==> src/rtl/shift_add_multiplier_16.sv <==
// Unsigned 16x16->32 radix-2 shift-and-add multiplier, Start/Done handshake.
// One 16-bit carry-lookahead adder is reused on each of the 16 iterations.

module cla_4 (
  input  logic [3:0] a,
  input  logic [3:0] b,
  input  logic       cin,
  output logic [3:0] s,
  output logic       pg,
  output logic       gg
);
  logic [3:0] p, g;
  logic [3:0] c;

  assign p = a ^ b;
  assign g = a & b;

  assign c[0] = cin;
  assign c[1] = g[0] | (p[0] & cin);
  assign c[2] = g[1] | (p[1] & g[0]) | (p[1] & p[0] & cin);
  assign c[3] = g[2] | (p[2] & g[1]) | (p[2] & p[1] & g[0]) | (p[2] & p[1] & p[0] & cin);

  assign s  = p ^ c;
  assign pg = &p;
  assign gg = g[3] | (p[3] & g[2]) | (p[3] & p[2] & g[1]) | (p[3] & p[2] & p[1] & g[0]);
endmodule

module CLA_16_Bit (
  input  logic [15:0] A,
  input  logic [15:0] B,
  input  logic        C_in,
  output logic [15:0] S,
  output logic        C_out,
  output logic        Block_P,
  output logic        Block_G
);
  localparam int NUM_GRP = 4;

  logic [NUM_GRP-1:0] gp, gg, gc;

  // second-level lookahead over the four 4-bit groups
  assign gc[0] = C_in;
  assign gc[1] = gg[0] | (gp[0] & C_in);
  assign gc[2] = gg[1] | (gp[1] & gg[0]) | (gp[1] & gp[0] & C_in);
  assign gc[3] = gg[2] | (gp[2] & gg[1]) | (gp[2] & gp[1] & gg[0]) |
                 (gp[2] & gp[1] & gp[0] & C_in);

  for (genvar i = 0; i < NUM_GRP; i++) begin : g_grp
    cla_4 u_grp (
      .a  (A[4*i +: 4]),
      .b  (B[4*i +: 4]),
      .cin(gc[i]),
      .s  (S[4*i +: 4]),
      .pg (gp[i]),
      .gg (gg[i])
    );
  end

  assign Block_P = &gp;
  assign Block_G = gg[3] | (gp[3] & gg[2]) | (gp[3] & gp[2] & gg[1]) |
                   (gp[3] & gp[2] & gp[1] & gg[0]);
  assign C_out   = Block_G | (Block_P & C_in);
endmodule

module shift_add_multiplier_16 (
  input  logic        clk,
  input  logic        rst,
  input  logic        Start,
  input  logic [15:0] A,
  input  logic [15:0] B,
  output logic        Busy,
  output logic        Done,
  output logic [31:0] Product
);
  typedef enum logic [1:0] {S_IDLE, S_RUN, S_DONE} state_t;

  state_t      state, state_nxt;
  logic [15:0] mcand, hi, lo;
  logic [3:0]  cnt;
  logic [15:0] sum;
  logic        c_out;
  logic        cla_p_unused, cla_g_unused;
  logic [31:0] shifted;

  CLA_16_Bit u_cla (
    .A      (hi),
    .B      (lo[0] ? mcand : 16'h0000),
    .C_in   (1'b0),
    .S      (sum),
    .C_out  (c_out),
    .Block_P(cla_p_unused),
    .Block_G(cla_g_unused)
  );

  // carry-out lands in hi[15], so the 33-bit partial sum never overflows
  assign shifted = {c_out, sum, lo[15:1]};

  always_ff @(posedge clk) begin
    if (rst) state <= S_IDLE;
    else     state <= state_nxt;
  end

  always_comb begin
    state_nxt = state;
    case (state)
      S_IDLE:  if (Start) state_nxt = S_RUN;
      S_RUN:   if (cnt == 4'd15) state_nxt = S_DONE;
      S_DONE:  state_nxt = S_IDLE;
      default: state_nxt = S_IDLE;
    endcase
  end

  always_comb begin
    Busy = (state != S_IDLE);
    Done = (state == S_DONE);
  end

  always_ff @(posedge clk) begin
    if (rst) begin
      mcand   <= '0;
      hi      <= '0;
      lo      <= '0;
      cnt     <= '0;
      Product <= '0;
    end else begin
      case (state)
        S_IDLE: if (Start) begin
          mcand <= A;
          lo    <= B;
          hi    <= '0;
          cnt   <= '0;
        end
        S_RUN: begin
          {hi, lo} <= shifted;
          cnt      <= cnt + 4'd1;
          if (cnt == 4'd15) Product <= shifted;
        end
        default: ;
      endcase
    end
  end
endmodule

==> config.mk <==
export PLATFORM = sky130hd
export DESIGN_NAME = shift_add_multiplier_16
export DESIGN_NICKNAME = d
export VERILOG_FILES = /design/src/rtl/shift_add_multiplier_16.sv
export SDC_FILE = /design/constraint.sdc
export NUM_CORES = 1
export LEC_CHECK = 0
export BUFFER_PORTS_ARGS = -buffer_cell sky130_fd_sc_hd__buf_2
export CORE_UTILIZATION = 50
export DETAILED_ROUTE_END_ITERATION = 8
export GPL_ROUTABILITY_DRIVEN = 0
export GPL_TIMING_DRIVEN = 0
export HOLD_SLACK_MARGIN = 0.15
export PLACE_DENSITY = 0.72
export REMOVE_ABC_BUFFERS = 1
export SLEW_MARGIN = 20
export SYNTH_ARGS = -nofsm -noshare
export SYNTH_HDL_FRONTEND = slang
export SYNTH_HIERARCHICAL = 1
export SYNTH_SLANG_ARGS = --single-unit
==> constraint.sdc <==
create_clock -name clk -period 3.7 [get_ports clk]
set_clock_uncertainty 0.1 [all_clocks]
set_input_delay 0.185 -clock clk [delete_from_list [all_inputs] [get_ports clk]]
set_output_delay 0.185 -clock clk [all_outputs]
set_load 0.02 [all_outputs]
==> reports/results.tsv <==
metric	value	unit
Crit Path Category	flip-flop to flip-flop	
clock-pin slew on the worst setup and hold paths	0.08	ns
Residual DRC	0	
status	completed	
Max Slew Vio Count	0	
cell count after synthesis	521	
1st-pass router iterations	4	
global-route wire length before repair	16800	um
Static Leak	0.00240	uW
Placed Instances	660	
Worst EP arrival	3.53	ns
worst slew margin relative to its limit	41.1	%
chip width	96.1	um
P per Cell Area	351	nW/um2
Peak supply drop	0.000181	V
number of vias per cell	5.48	
crit end category	flip-flop	
Highest Clock Rate	0.299	GHz
Post-Syn Area	4430	um2
crit-path max FO	17	
total inserted antenna cells	0	
Routed Antenna Nets	0	
Die ar.	9240	um2
Port Buffer Count	68	
Hold Path Class	input pin to flip-flop	
vias in the first global route	3777	
latest clock arrival within the worst-skew pair	0.36	ns
vias	3922	
Synth Warn #	6	
fin cells	716	
Detail Placement HPWL	6130	um
Core Rows	33	
fin util	64.8	%
min cycle time layout	3.35	ns
Worst EP required	3.89	ns
initial core utilization	52.8	%
setup slack after layout	0.354	ns
DR WL/cell	14.0	um
Setup crit start kind	flip-flop	
clk sinks	86	
Avg Synthesized Cell Area	8.50	um2
num ports	69	
H-tree depth	3	
RSZ-0062 raised after global routing	no	
Area Overhead vs Synth	22.7	%
Tot GR Track Use	23.4	%
Sum Neg Setup Slack	0	ns
max_cap viols	0	
crit share post-route	90.4	%
Remaining Overflow, GRT	0	
worst-margin pin slew	0.882	ns
pre-CTS setup slack	0.152	ns
chip height	96.1	um
final hold violation count	0	
Root Buffer	clkbuf_8	
postcts setup bufs	0	
Core Area	8380	um2
CTS tree	built	
clk buf depth	2	
Total Wirelength	10000	um
share of layout cells above drive strength 1	20.3	%
nets@finish	666	
cts bufs inserted	9	
initial antenna violation count	0	
Final Setup Violations	0	
pin count of the biggest net entering global routing	72	
total power draw	1910	uW
number of DRC markers in iteration 0	176	
critical path, stage by stage, from the launching register on:
cell and delay (ns):
dfxtp_2 0.52, and2_1 0.18, ha_1 0.27, a21oi_1 0.21, nand2_1 0.08, a21o_1 0.17, a21o_1 0.20, a21oi_2 0.21
inv_2 0.08, a21o_1 0.22, inv_1 0.07, fa_1 0.40, inv_1 0.08, inv_1 0.03, or3_1 0.36, a21oi_1 0.12
metrics by stage:
step / instance area, um2 / hold slack [ns]
detailed placement: 4820 / 0.333
floorplan: 4210 / 0.154
CTS: 5430 / 0.247
finish: 5430 / 0.258
global route: 5430 / 0.270
global placement: 4680 / 0.328
power breakdown:
| group | leakage, uW | total [uW] | switching (uW) | internal (uW) |
|---|---|---|---|---|
| Sequential | 0.000700 | 980 | 23.2 | 957 |
| Combinational | 0.00159 | 239 | 132 | 107 |
| Clock | 0.000103 | 687 | 335 | 352 |
| Total | 0.00240 | 1910 | 491 | 1420 |
flip-flops by register name (all words and copies together) (netlist names):
signal	flops
Product	32
hi	16
lo	16
mcand	16
cnt	4
state	2
layout make-up:
type | instances | area (um2)
Tap cell | 105 | 131
Timing Repair Buffer | 112 | 846
Sequential cell | 86 | 1720
Inverter | 50 | 188
Clock inverter | 4 | 55.1
Clock buffer | 12 | 155
Fill cell | 714 | 2950
Multi-Input combinational cell | 347 | 2330
final timing paths:
kind / from / endpoint / slack, ns / cells after the start
max: lo[0] / Product[27] / 0.35 / 15
min: Start / mcand[0] / 0.26 / 4
max reg2reg: lo[0] / Product[27] / 0.35 / 15
min reg2reg: mcand[0] / mcand[0] / 0.35 / 2
repair_timing:
item | CTS | global route
hold buffers | 40 | 0
hold endpoints to repair | 47 | 0
endpoints found under the setup margin | 0 | 3
gates resized for setup | 0 | 1
cells in the final DEF, fill, tap and decap left out, types with 2 or more instances in the layout:
cell and count:
buf_2 67, o221a_1 4, nand3_1 26, o41ai_1 10, fa_1 4, xor2_1 4
ha_1 21, and4_2 4, o221a_2 12, a21oi_1 72, xnor2_1 8, buf_16 3
nand2_1 54, clkbuf_8 11, and2_1 16, a21o_1 10, a21oi_2 5, dlygate4sd3_1 40
o41ai_2 6, o21ai_0 32, dfxtp_1 85, clkinv_4 2, nor2b_1 16, or3_1 16
nand3b_1 2, nand4_1 4, nor2_1 2, conb_1 4, inv_1 49
per-layer routing:
metal	vias up	track usage [%]	part of all wire, %	routed length [um]
met5	-	0	0	0
met4	0	9.70	1.5	154
met3	14	3.87	5.1	514
met2	106	39.9	48	4770
met1	1845	29.3	46	4600
li1	1957	-	-	-
Note: power is estimated with default switching activity, not from simulation.
